<file path="src/rtl/fir_pkg.sv">
// Shared FIR datapath definitions: default sample width, decimation and buffering sizes.
// Pure declarations; no timing or flow control of its own.
package fir_pkg;

   localparam int FIR_DATA_WIDTH = 8;
   localparam int FIR_DECIM      = 4;
   localparam int FIR_FIFO_DEPTH = 4;

   typedef logic signed [FIR_DATA_WIDTH-1:0] sample_t;

   // Ceiling log2 for flows whose $clog2 support is unreliable in constant contexts.
   function automatic int clog2(input int value);
      int r;
      r = 0;
      for (int i = 0; i < 31; i++) begin
         if ((1 << i) < value) begin
            r = i + 1;
         end
      end
      return r;
   endfunction

endpackage

</file>
<file path="src/rtl/fir_decimator_sample_fifo.sv">
// Synchronous first-word-fall-through FIFO; head is valid in the same cycle as !empty, 0 when empty.
// A push into a full FIFO is taken only alongside a pop; pops on empty are ignored.
module sample_fifo
   import fir_pkg::*;
#(
   parameter int WIDTH = FIR_DATA_WIDTH,
   parameter int DEPTH = FIR_FIFO_DEPTH
)
(
   input  logic                      clk,
   input  logic                      reset,
   input  logic                      push,
   input  logic [WIDTH-1:0]          push_data,
   input  logic                      pop,
   output logic                      full,
   output logic                      empty,
   output logic [clog2(DEPTH):0]     level,
   output logic [WIDTH-1:0]          head
);

   localparam int AW = clog2(DEPTH);
   localparam logic [AW:0] PTR_ONE = 1;

   logic [AW:0]      wr_ptr;
   logic [AW:0]      rd_ptr;
   logic [WIDTH-1:0] mem [DEPTH];
   logic             do_push;
   logic             do_pop;

   // The extra pointer bit separates a full lap from an empty buffer.
   assign empty   = (wr_ptr == rd_ptr);
   assign full    = (wr_ptr[AW] != rd_ptr[AW]) && (wr_ptr[AW-1:0] == rd_ptr[AW-1:0]);
   assign level   = wr_ptr - rd_ptr;
   assign do_pop  = pop && !empty;
   assign do_push = push && (!full || do_pop);
   assign head    = empty ? '0 : mem[rd_ptr[AW-1:0]];

   always_ff @(posedge clk or negedge reset) begin
      if (!reset) begin
         wr_ptr <= '0;
         rd_ptr <= '0;
      end else begin
         if (do_push) begin
            wr_ptr <= wr_ptr + PTR_ONE;
         end
         if (do_pop) begin
            rd_ptr <= rd_ptr + PTR_ONE;
         end
      end
   end

   always_ff @(posedge clk) begin
      if (do_push) begin
         mem[wr_ptr[AW-1:0]] <= push_data;
      end
   end

endmodule

</file>
<file path="src/rtl/fir_decimator.sv">
// Integrate-and-dump average of every DECIM valid samples, buffered for a valid/ready consumer.
// Result visible the cycle after the last sample of a block; results hitting a full, unpopped FIFO are dropped and flagged.
module fir_decimator
   import fir_pkg::*;
#(
   parameter int DATA_WIDTH = FIR_DATA_WIDTH,
   parameter int DECIM      = FIR_DECIM,
   parameter int FIFO_DEPTH = FIR_FIFO_DEPTH
)
(
   input  logic                        clk,
   input  logic                        reset,
   input  logic                        in_valid,
   input  logic [DATA_WIDTH-1:0]       x_in,
   output logic                        out_valid,
   input  logic                        out_ready,
   output logic [DATA_WIDTH-1:0]       y_out,
   output logic [clog2(FIFO_DEPTH):0]  fifo_level,
   output logic                        overflow
);

   localparam int LOG_D = clog2(DECIM);
   localparam int ACC_W = DATA_WIDTH + LOG_D;
   localparam logic [LOG_D-1:0] LAST_PHASE = LOG_D'(DECIM - 1);
   localparam logic [LOG_D-1:0] PHASE_ONE  = 1;

   logic signed [ACC_W-1:0] acc;
   logic signed [ACC_W-1:0] x_ext;
   logic signed [ACC_W-1:0] acc_sum;
   logic [LOG_D-1:0]        phase;
   logic [DATA_WIDTH-1:0]   result;
   logic                    last;
   logic                    pop;
   logic                    fifo_full;
   logic                    fifo_empty;

   assign x_ext   = {{LOG_D{x_in[DATA_WIDTH-1]}}, x_in};
   assign acc_sum = acc + x_ext;
   assign last    = in_valid && (phase == LAST_PHASE);
   // Dropping the low LOG_D bits is the floor division; the upper bits fit DATA_WIDTH exactly.
   assign result  = acc_sum[ACC_W-1:LOG_D];
   assign pop     = out_valid && out_ready;
   assign out_valid = !fifo_empty;

   always_ff @(posedge clk or negedge reset) begin
      if (!reset) begin
         acc      <= '0;
         phase    <= '0;
         overflow <= 1'b0;
      end else begin
         if (in_valid) begin
            acc   <= (phase == '0) ? x_ext : acc_sum;
            phase <= phase + PHASE_ONE;
         end
         if (last && fifo_full && !pop) begin
            overflow <= 1'b1;
         end
      end
   end

   sample_fifo #(
      .WIDTH (DATA_WIDTH),
      .DEPTH (FIFO_DEPTH)
   ) u_fifo (
      .clk       (clk),
      .reset     (reset),
      .push      (last),
      .push_data (result),
      .pop       (pop),
      .full      (fifo_full),
      .empty     (fifo_empty),
      .level     (fifo_level),
      .head      (y_out)
   );

endmodule

</file>
<file path="config.mk">
export PLATFORM = sky130hd
export DESIGN_NAME = fir_decimator
export DESIGN_NICKNAME = d
export VERILOG_FILES = /design/src/rtl/fir_pkg.sv /design/src/rtl/fir_decimator_sample_fifo.sv /design/src/rtl/fir_decimator.sv
export SDC_FILE = /design/constraint.sdc
export NUM_CORES = 1
export LEC_CHECK = 0
export CAP_MARGIN = 0
export CORE_ASPECT_RATIO = 1.25
export CORE_MARGIN = 2
export CORE_UTILIZATION = 53
export DETAILED_ROUTE_END_ITERATION = 8
export PLACE_DENSITY = 0.71
export SLEW_MARGIN = 20
export SYNTH_ARGS = -nofsm -noshare
export SYNTH_HDL_FRONTEND = slang
export SYNTH_SLANG_ARGS = --single-unit
</file>
<file path="constraint.sdc">
create_clock -name clk -period 4.45 [get_ports clk]
set_clock_uncertainty 0.05 [all_clocks]
set_input_delay 0.89 -clock clk [delete_from_list [all_inputs] [get_ports clk]]
set_output_delay 0.89 -clock clk [all_outputs]
set_load 0.05 [all_outputs]
</file>
; ---- After elaboration in Yosys (flattened, before gate mapping)
; Memory sizes are Yosys's and may differ from the RTL's.
; Cells that the tools add are included.
[word_totals]
regBits = 19
ramBits = 32
input_bits = 12
output_inout_bits = 13
mem_count = 1
[classes]
add_sub_neg = 5
n_eq_ne = 4
mux = 4
reduce_logical = 12
[memory_table]
columns = memory, words, word_bits, rd, rd_clocked_by_memory_dff, write_ports, line
row1 = u_fifo.mem, 4, 8, 1, 0, 1, fir_decimator_sample_fifo.sv:26  ; logic [WIDTH-1:0] mem [DEPTH];
[op_table]
columns = cell, count
row1 = adder 10 x 8 -> 10 bit, 1
row2 = two-way mux 10 bit, 1
row3 = two-way mux 8 bit, 1
row4 = logical AND 1 bit, 7
row5 = adder 3 x 1 -> 3 bit (second input constant), 2
row6 = equality test 3 bit, 1
row7 = logical NOT 1 bit, 3
row8 = subtractor 3 bit, 1
row9 = adder 2 x 1 -> 2 bit (second input constant), 1
row10 = equality test 2 bit, 1
row11 = equality test 2 bit (second input constant), 1
row12 = logical NOT 2 bit, 1
row13 = two-way mux 1 bit, 2
row14 = logical OR 1 bit, 1
row15 = inequality test 1 bit, 1

; ---- Depth between registers and ports, before layout
[logic_depth]
word_depth = 8
depth_mapped = 9
mapped_depth_nobuf = 9

; ---- By module
; Synthesis repeated with hierarchy kept, for this count alone.
[unflattened]
cells_unflattened = 225
area_unflattened_um2 = 2822.7
[by_module_without_submodules]
columns = module, n_inst, cells_each, area_per_inst_um2, seq_area_each_um2
row1 = sample_fifo, 1, 95, 1665.3, 1111.1
row2 = fir_decimator, 1, 130, 1157.4, 325.3

; ---- Worst setup path after synthesis
; OpenSTA, ideal clock, no wires.
[synth_timing]
path_kind = register -> output
start = register u_fifo.rd_ptr[1]
end = output port y_out[0]
arrival_time_ns = 2.262
path_slack_ns = 1.248
path_stages_with_launch = 7
n_path_buf = 2
cell_sequence = dfrtp_1 -> clkbuf_1 -> inv_1 -> ha_1 -> nand3_1 -> clkbuf_1 -> and2_1
[synth_via]
elab_chain_cells = 2
[synth_lines]
columns = element, line
row1 = start: declaration, fir_decimator_sample_fifo.sv:25  ; logic [AW:0] rd_ptr;
row2 = start signal: assignment, fir_decimator_sample_fifo.sv:47  ; rd_ptr <= rd_ptr + PTR_ONE;
row3 = memory (4 x 8 bit) / equality test 3 bit (equally long branches), n/a
row4 = two-way mux 8 bit (*), fir_decimator_sample_fifo.sv:36  ; assign head = empty ? '0 : mem[rd_ptr[AW-1:0]];
row5 = end: declaration, fir_decimator.sv:17  ; output logic [DATA_WIDTH-1:0] y_out,
; Mark *: on every way between the ends. The rest lies on a longest branch, timed or not.

; ---- Worst setup path after layout
[layout_timing]
start = register u_fifo.rd_ptr[0]
end = output port y_out[2]
; Same word-level chain as after synthesis.

==> flow_summary.toml <==
[sta]
rsz0062_at_grt = "no"
setup_viol_count_final = 0
hold_viol = 0
max_slew_margin = 0.351
worst_slew_pin_slew_ps = 970
slew_violations = 0
min_period_over_period = 0.812
fin_tns_setup_ps = 0
fin_crit_ps = 3610
timing.fmax_mhz = 277

[setup_path]
setup.worst_path.end_class = "output port"
critPathKind = "reg -> out"
cp-start-kind = "flop"
cp.required_ps = 3510
worst-r2r-setup-slack_ps = 2080
cp_max_fo = 11
arrival_ps = 2670

[synth]
synth_top_family_by_area = "adder cells"
synth_cell_type_count = 39
synth_edf_count = 32
yosys.area.top_type_share = 0.363
async_flop_share = 0.373
synthXorXnorAreaFrac = 0.0463
yosysWarningCount = 0
synth.area.top_cells = "edfxtp_1, dfrtp_1, ha_1, mux4_2, and2_1"
netlist_instances = 208
avgSynthCellArea_um2 = 12.7
post-synth-top-count-cell = "edfxtp_1"
synth_simple_gate_area_share = 0.0997
yosysTopAreaCell = "edfxtp_1"
synth_compound_area_frac = 0.0888
synth_top_cells_by_count = "edfxtp_1, dfrtp_1, ha_1"
ys.flop_type = "edfxtp_1"
netlist_area_mm2 = 0.00265
yosys-mux-area-fraction = 0.0912
synth_adder_area_share = 0.100
ys_seq_area_frac = 0.542
syn_nets = 240
ys_ff_latch = 51

[place]
hpwl_um = 3460
io_buffers = 24
gp_congestion = 0.793
dpl_cell_area_mm2 = 0.00294

[cells_and_area]
diodes = 0
area_growth_pct = 15.2
finalNetCount = 264
fillerInstances = 387
design_area_mm2 = 0.00305
drive_above_1_share = 0.0944

[grt]
track_usage = 0.193
grt_pass1_vias = 1773
grt_start_max_net_pins = 29
antenna_found_initial = 0
grt_pass1_wl_um = 8100
grt-ovfl-total = 0

[clocking]
clk_path_buf_depth = 2
cts-root-buf = "clkbuf_8"
cts_made_buffers = 5
cts_hold_buf = 0
htreeDepth = 2
cts_tree = "done"
cts_sinks = 51
cts_setup_buffers = 0
insertion_delay_ps = 300
cts.clk_slew.worst_paths_ps = 80
cts-resized-gates = 0

[floorplanning]
row_count = 28
die_x_um = 67.2
pin_count = 25
die-area_mm2 = 0.00558
die_height_um = 83.0
initial_core_util = 0.556
core_area_mm2 = 0.00476

[route]
vias = 1639
routedWlPerCell_um = 16.0
route.met3.wl_um = 132
highest-signal-layer = "met4"
m1WireLength_um = 1930
drc = 0
first_pass_iters = 4
ant_nets = 0
routed_wirelength_um = 4690
met2_length_um = 2550
dr.first_iter.drc_count = 57
drt-vias-per-instance = 5.59

[job]
cap_violations = 0

[outcome]
status = "complete, no violations"

[hold_path]
hold_path_class = "reg -> reg"
## layout make-up
| type | count | area [um2] | area share |
|---|---|---|---|
| clock buffer | 6 | 72.6 | 0.0238 |
| clock inverter | 2 | 37.5 | 0.0123 |
| inverter | 14 | 52.6 | 0.0172 |
| multi-input combinational | 135 | 1130 | 0.370 |
| sequential | 51 | 1440 | 0.471 |
| tap | 60 | 75.1 | 0.0246 |
| timing repair buffer | 25 | 248 | 0.0812 |
## state kept, by name, summed over array words and instances, names as in the netlist
register       flops
u_fifo.mem        32
acc               10
u_fifo.rd_ptr      3
u_fifo.wr_ptr      3
phase              2
overflow           1
## per-layer routing
| metal | vias up | track usage |
|---|---|---|
| met4 | 0 | 0.0649 |
| met3 | 9 | 0.0393 |
| li1 | 785 | - |
| met5 | - | 0 |
| met1 | 813 | 0.228 |
| met2 | 32 | 0.340 |
## cell families after synthesis
| family | after synthesis |
|---|---|
| AND/OR/NAND/NOR | 52 |
| flip-flops | 51 |
| AO/OA/AOI/OAI | 35 |
| buffers and inverters | 22 |
| adder cells (fa/ha/maj) | 20 |
| XOR/XNOR | 14 |
| multiplexers | 14 |
## cells in the final DEF, fill, tap and decap left out, types with 2 or more instances in the layout
| master | netlist | layout |
|---|---|---|
| edfxtp_1 | 32 | 32 |
| clkdlybuf4s50_1 | 0 | 24 |
| dfrtp_1 | 19 | 19 |
| ha_1 | 18 | 18 |
| inv_1 | 13 | 13 |
| and2_1 | 13 | 13 |
| nand2_1 | 13 | 13 |
| nor2_1 | 12 | 12 |
| a21oi_1 | 11 | 11 |
| xnor2_1 | 9 | 9 |
| mux4_2 | 8 | 8 |
| nand3_1 | 5 | 5 |
| o21ai_0 | 5 | 5 |
| xor2_1 | 5 | 5 |
| mux2i_1 | 5 | 5 |
| clkbuf_8 | 0 | 5 |
| a21o_1 | 3 | 3 |
| a31oi_1 | 3 | 3 |
| o21ai_1 | 2 | 2 |
| o21a_1 | 2 | 2 |
| a21boi_1 | 2 | 2 |
| nor3_1 | 2 | 2 |
| fa_1 | 2 | 2 |
## path summary, 6_finish.rpt
path                       cells past startpoint          endpoint              from
max in group asynchronous                      1  u_fifo.rd_ptr[0]             reset
setup / recovery                               4          y_out[2]  u_fifo.rd_ptr[0]
hold reg to reg                                1          overflow          overflow
min in group asynchronous                      1            acc[5]             reset
setup reg to reg                               5  u_fifo.mem[3][4]  u_fifo.rd_ptr[0]
hold / removal                                 1          overflow          overflow
## critical path, stage by stage (launching register included)
cell and delay [ps]:
dfrtp_1 730, ha_1 360, nand3_1 300, and2_1 190, clkdlybuf4s50_1 800
## stage by stage
step	util	cells	worst slack [ps]	hold WS [ps]
after global routing	0.640	293	615	455
after floorplan	-	208	1250	405
final	0.640	293	836	428
after detailed placement	0.617	285	1100	416
after global placement	0.617	285	1140	407
after CTS	0.640	293	771	436
Power is not shown: default switching activity piles up to over one toggle a cycle in this logic, so the estimate is an artifact.
==> edit 1: new RTL, same settings <==
Make the reset (`reset`) synchronous in 2 clocked blocks.
--- a/src/rtl/fir_decimator_sample_fifo.sv
+++ b/src/rtl/fir_decimator_sample_fifo.sv
@@ -35,7 +35,7 @@
    assign do_push = push && (!full || do_pop);
    assign head    = empty ? '0 : mem[rd_ptr[AW-1:0]];
 
-   always_ff @(posedge clk or negedge reset) begin
+   always_ff @(posedge clk) begin
       if (!reset) begin
          wr_ptr <= '0;
          rd_ptr <= '0;
--- a/src/rtl/fir_decimator.sv
+++ b/src/rtl/fir_decimator.sv
@@ -42,7 +42,7 @@
    assign pop     = out_valid && out_ready;
    assign out_valid = !fifo_empty;
 
-   always_ff @(posedge clk or negedge reset) begin
+   always_ff @(posedge clk) begin
       if (!reset) begin
          acc      <= '0;
          phase    <= '0;
Formal check against the unedited RTL: differs if reset is asserted again (counterexample within 10 cycles, from zero or initial values and one cycle with reset low); with reset held inactive, the same outputs for 10 cycles.
==> edit 1 against the original RTL <==
Worst setup slack better by 0.29 ns. Routed wire length shrank 0.34%. Synthesized area increased by 2.0%. Final area up 1.6%. Sequential cell count rose by 2. Fmax grew 8.7%. Global-route usage shrank 0.55 points. Critical path type unchanged. Critical endpoint is now y_out[5]. Highest routed layer unchanged.
==> edit 1: results (changes against the original RTL) <==
| Metric | Value |
|---|---|
| Place WS | `1.34 ns (+0.235 ns)` |
| Htree depth | `2 (unchanged)` |
| Length of routed wiring on met1 | `2.04 mm (+5.4%)` |
| Final #Nets | `284 (+7.6%)` |
| Sequential-to-total area share from yosys stat | `51.1% (-3.1 points)` |
| Max Buffers Root-to-Sink | `2 (unchanged)` |
| Clock Latency Late Sink | `0.30 ns (about the same)` |
| Syn Nets | `262 (+9.2%)` |
| Post-synth EDFFs | `32 (unchanged)` |
| Synth area leaders | `edfxtp_1 36%, dfxtp_1 16%, ha_1 8.3%` |
| Dominant synthesized flop cell | `edfxtp_1` |
| Drt total wl | `4.68 mm (-0.34%)` |
| Synth Warn # | `0 (unchanged)` |
| Share of layout cells above drive strength 1 | `8.70% (-0.75 points)` |
| CP arrival | `2.38 ns (-0.29 ns)` |
| Most frequent cells after synthesis | `32 x edfxtp_1, 27 x nor2_1, 21 x dfxtp_1` |
| Root buf cell | `clkbuf_8` |
| R2R Path End | `u_fifo.wr_ptr[2]` |
| Status | `finished, final reports clean` |
| Final Wtd Congestion | `0.849 (+7.1%)` |
| Hold Slack | `0.439 ns (+0.0108 ns)` |
| R2R Setup Slk | `2.38 ns (+0.30 ns)` |
| Avg WL per Cell | `14.8 um (-7.3%)` |
| GRT Total Usage | `18.8% (-0.55 points)` |
| GRT overflow | `0 (unchanged)` |
| # diodes | `0 (unchanged)` |
| # port buffers | `24 (unchanged)` |
| Detailed Route Iter0 Violations | `95 (+67%)` |
| Path depth of the worst reg2reg path | `7 (+2)` |
| Cts repair resizes | `0 (unchanged)` |
| Largest net degree at the start of global routing | `23 (-21%)` |
| Worst hold endpoint | `acc[4]` |
| First-pass GRT wire length | `7.91 mm (-2.4%)` |
| Cell area after placement | `2990 um^2 (+1.7%)` |
| HP Start | `acc[4]` |
| Mapped Avg Cell Area | `11.8 um^2 (-7.7%)` |
| Placed insts | `307 (+7.7%)` |
| Worst slew pin tran | `0.615 ns (-0.355 ns)` |
| WHS Path Cells | `2 (+1)` |
| Clock transition at path regs | `around 0.09 ns` |
| Met3 routed WL | `139 um (+5.3%)` |
| Slowest cell on crit path | `clkdlybuf4s50_1` |
| Asr flop ratio synth | `0% (-37 points)` |
| Worst r2r src | `u_fifo.wr_ptr[0]` |
| WL met2 | `2.44 mm (-4.4%)` |
| First-pass detailed-route iteration total | `4 (unchanged)` |
| Dpl hpwl | `3.54 mm (+2.4%)` |
| Via count | `1737 (+6.0%)` |
| Cell variety after synth | `41 (+5.1%)` |
| Leak pwr | `1.19 nW` |
edit 1: worst max-delay path by stage:
stage                           from        to  slack, ns  cells after the start
finish              u_fifo.wr_ptr[0]  y_out[5]       1.13                      5
global route        u_fifo.wr_ptr[0]  y_out[2]       0.95                      5
CTS                        flip-flop  y_out[0]       1.07                      3
detailed placement           x_in[0]    acc[8]       1.34                      9
global placement             x_in[0]    acc[8]       1.38                      9
floorplan           u_fifo.wr_ptr[0]  y_out[0]       1.57                      5
edit 1: cells by family (layout without fill, tap and decap cells):
family                     after synthesis  count (layout)  synth area share (%)
AOI/OAI and AO/OA                       42              42                  11.8
xor gates and xnor gates                12              12                  3.89
adders and majority gates               20              20                  9.82
buffers and inverters                   24              47                  3.38
DFF                                     53              53                  51.1
muxes                                   12              12                  8.15
and+or+nand+nor                         67              67                  11.9
edit 1: layout make-up:
class / count / area [um^2]
Clock buffer: 6 / 72.6
Multi-Input combinational cell: 153 / 1230
Tap cell: 62 / 77.6
Inverter: 14 / 52.6
Sequential cell: 53 / 1380
Fill cell: 422 / 1910
Timing Repair Buffer: 25 / 248
Clock inverter: 2 / 38.8
edit 1: worst max-delay path: cells and delay by family (launching register included):
kind | cells | cell delay [ns]
fa+ha+maj | 1 | 0.31
buf+inv | 2 | 0.91
flops | 1 | 0.41
simple gates | 2 | 0.46
edit 1: metal layers:
layer | GRT usage (%) | vias to the layer above
li1 | - | 869
met1 | 23.8 | 830
met2 | 31.6 | 32
met3 | 3.64 | 6
met4 | 6.00 | 0
met5 | 0 | -
edit 1: where the power goes:
group,switching [mW],internal [mW]
combinational,0.114,0.0784
clock,0.153,0.169
sequential,0.00879,0.551
total,0.276,0.798
==> edit 2: new RTL, same flow settings <==
Made on the original files. Set the package constant `FIR_DECIM` to 2 (it was 4).
--- a/src/rtl/fir_pkg.sv
+++ b/src/rtl/fir_pkg.sv
@@ -3,7 +3,7 @@
 package fir_pkg;
 
    localparam int FIR_DATA_WIDTH = 8;
-   localparam int FIR_DECIM      = 4;
+   localparam int FIR_DECIM      = 2;
    localparam int FIR_FIFO_DEPTH = 4;
 
    typedef logic signed [FIR_DATA_WIDTH-1:0] sample_t;
Function: changed (Yosys sat finds a counterexample within 4 cycles, from zero or initial values and one cycle with reset low).
==> edit 2 against the original RTL <==
Register-to-register slack lost 0.04 ns. Sequential cell count decreased by 2. Largest cell class unchanged. Synthesized cell count fell by 13%. Final area decreased by 6.1%. Final cell count decreased by 9.6%. Hold slack got worse by 0.0085 ns. Worst setup slack got worse by 0.021 ns. Synthesized area decreased by 6.1%. Critical endpoint is now y_out[1]. Routed wire length decreased by 8.5%. Highest routed layer unchanged.
Power is left out: the tool's default activity adds up to more than one toggle a clock period on the data nets, which glitch-free logic cannot reach.
==> edit 2: results (changes against the original RTL) <==
| Metric | Value |
|---|---|
| Final Wtd Congestion | `0.853 (+7.5%)` |
| Antenna violations before repair | `0 (unchanged)` |
| Cell variety after synth | `33 (-15%)` |
| Crit path max-delay family | `buffers and inverters` |
| Num CTS Buffers | `5 (unchanged)` |
| CP arrival | `2.70 ns (+0.03 ns)` |
| Detailed Route Iter0 Violations | `55 (-3.5%)` |
| Share of layout cells above drive strength 1 | `11.6% (+2.2 points)` |
| R2R Path End | `u_fifo.mem[3][1]` |
| Fillers | `363 (-6.2%)` |
| Cts repair resizes | `0 (unchanged)` |
| Via count | `1461 (-11%)` |
| Crit path to | `y_out[1]` |
| Max reg flops | `32 (unchanged)` |
| Max Buffers Root-to-Sink | `2 (unchanged)` |
| Non-filler cells, final | `265 (-9.6%)` |
| Drt total wl | `4.29 mm (-8.5%)` |
| Slew HR | `43.5% (+8.4 points)` |
| Synth area leaders | `edfxtp_1 39%, dfrtp_1 17%, ha_1 7.5%` |
| First-pass GRT wire length | `7.31 mm (-9.8%)` |
| Max FO, Critical Path | `11 (unchanged)` |
| R2R Setup Slk | `2.04 ns (-0.04 ns)` |
| Most frequent cells after synthesis | `32 x edfxtp_1, 17 x dfrtp_1, 15 x ha_1` |
| HP Class | `reg -> reg` |
| Sequential-to-total area share from yosys stat | `55.8% (+1.5 points)` |
| Vias in the first global route | `1557 (-12%)` |
| Setup Fix Bufs, Post-CTS | `0 (unchanged)` |
| Largest net degree at the start of global routing | `25 (-14%)` |
| Place WS | `1.10 ns (-0.00267 ns)` |
| Slowest cell on crit path | `clkdlybuf4s50_1` |
| Status | `finished, final reports clean` |
| Synth Warn # | `0 (unchanged)` |
| Fin crit period | `3.64 ns (+0.0211 ns)` |
| GRT Total Usage | `18.7% (-0.64 points)` |
| Final #Nets | `235 (-11%)` |
| Syn Nets | `210 (-13%)` |
| First-pass detailed-route iteration total | `4 (unchanged)` |
| Asr flop ratio synth | `34.7% (-2.6 points)` |
| Placed insts | `257 (-9.8%)` |
| Dpl hpwl | `3.15 mm (-8.8%)` |
| Start point of the critical path | `u_fifo.rd_ptr[0]` |
| Mapped Avg Cell Area | `13.7 um^2 (+7.9%)` |
==> edit 2: changes by cell type in the layout (fill, tap and decap cells not counted), sizes merged, moves of 2 or more <==
cell,change
a21boi,-2
a31oi,-2
dfrtp,-2
ha,-3
inv,-5
mux2i,+3
nand2,-4
nand3b,+2
nand4b,+3
nor2,-7
o21ai,-3
or3,+2
xor2,+2
==> edit 2: final cells by class <==
type | instances | share of cell area (%)
flip-flops and latches | 49 | 48.4
multi-input cells | 117 | 36.3
repair buffers | 25 | 8.65
clock buffers | 6 | 2.53
well taps | 58 | 2.53
inverters | 8 | 1.05
clock inverters | 2 | 0.524
==> edit 2: kinds of logic after synthesis <==
logic type / after synthesis / synth area share, %
DFF: 49 / 55.8
and+or+nand+nor: 44 / 10.1
AOI/OAI and AO/OA: 23 / 5.94
muxes: 18 / 11.4
adders and majority gates: 17 / 9.16
xor gates and xnor gates: 15 / 5.28
buffers and inverters: 15 / 2.42
==> edit 2: worst min path at each step <==
| stage | start | endpoint | slack (ns) | cells after the start |
|---|---|---|---|---|
| 3_3_place_gp | overflow | overflow | 0.40 | 1 |
| 3_5_place_dp | overflow | overflow | 0.40 | 1 |
| 2_1_floorplan | u_fifo.wr_ptr[2] | u_fifo.wr_ptr[2] | 0.41 | 1 |
| 6_report | overflow | overflow | 0.42 | 1 |
| 4_1_cts | overflow | overflow | 0.42 | 1 |
| 5_1_grt | overflow | overflow | 0.45 | 1 |
==> edit 2: stage by stage <==
stage	instance area, um^2	utilization, %
4_1_cts	2860	64.2
3_5_place_dp	2780	62.3
6_report	2860	64.2
5_1_grt	2860	64.2
2_1_floorplan	2490	-
3_3_place_gp	2780	62.3
==> edit 2: per-layer routing <==
| layer | vias to the layer above | track usage (%) | share of wire, % |
|---|---|---|---|
| met5 | - | 0 | 0 |
| met4 | 0 | 5.42 | 1.4 |
| met3 | 7 | 3.50 | 2.8 |
| met2 | 25 | 34.2 | 54 |
| met1 | 720 | 22.1 | 42 |
| li1 | 709 | - | - |
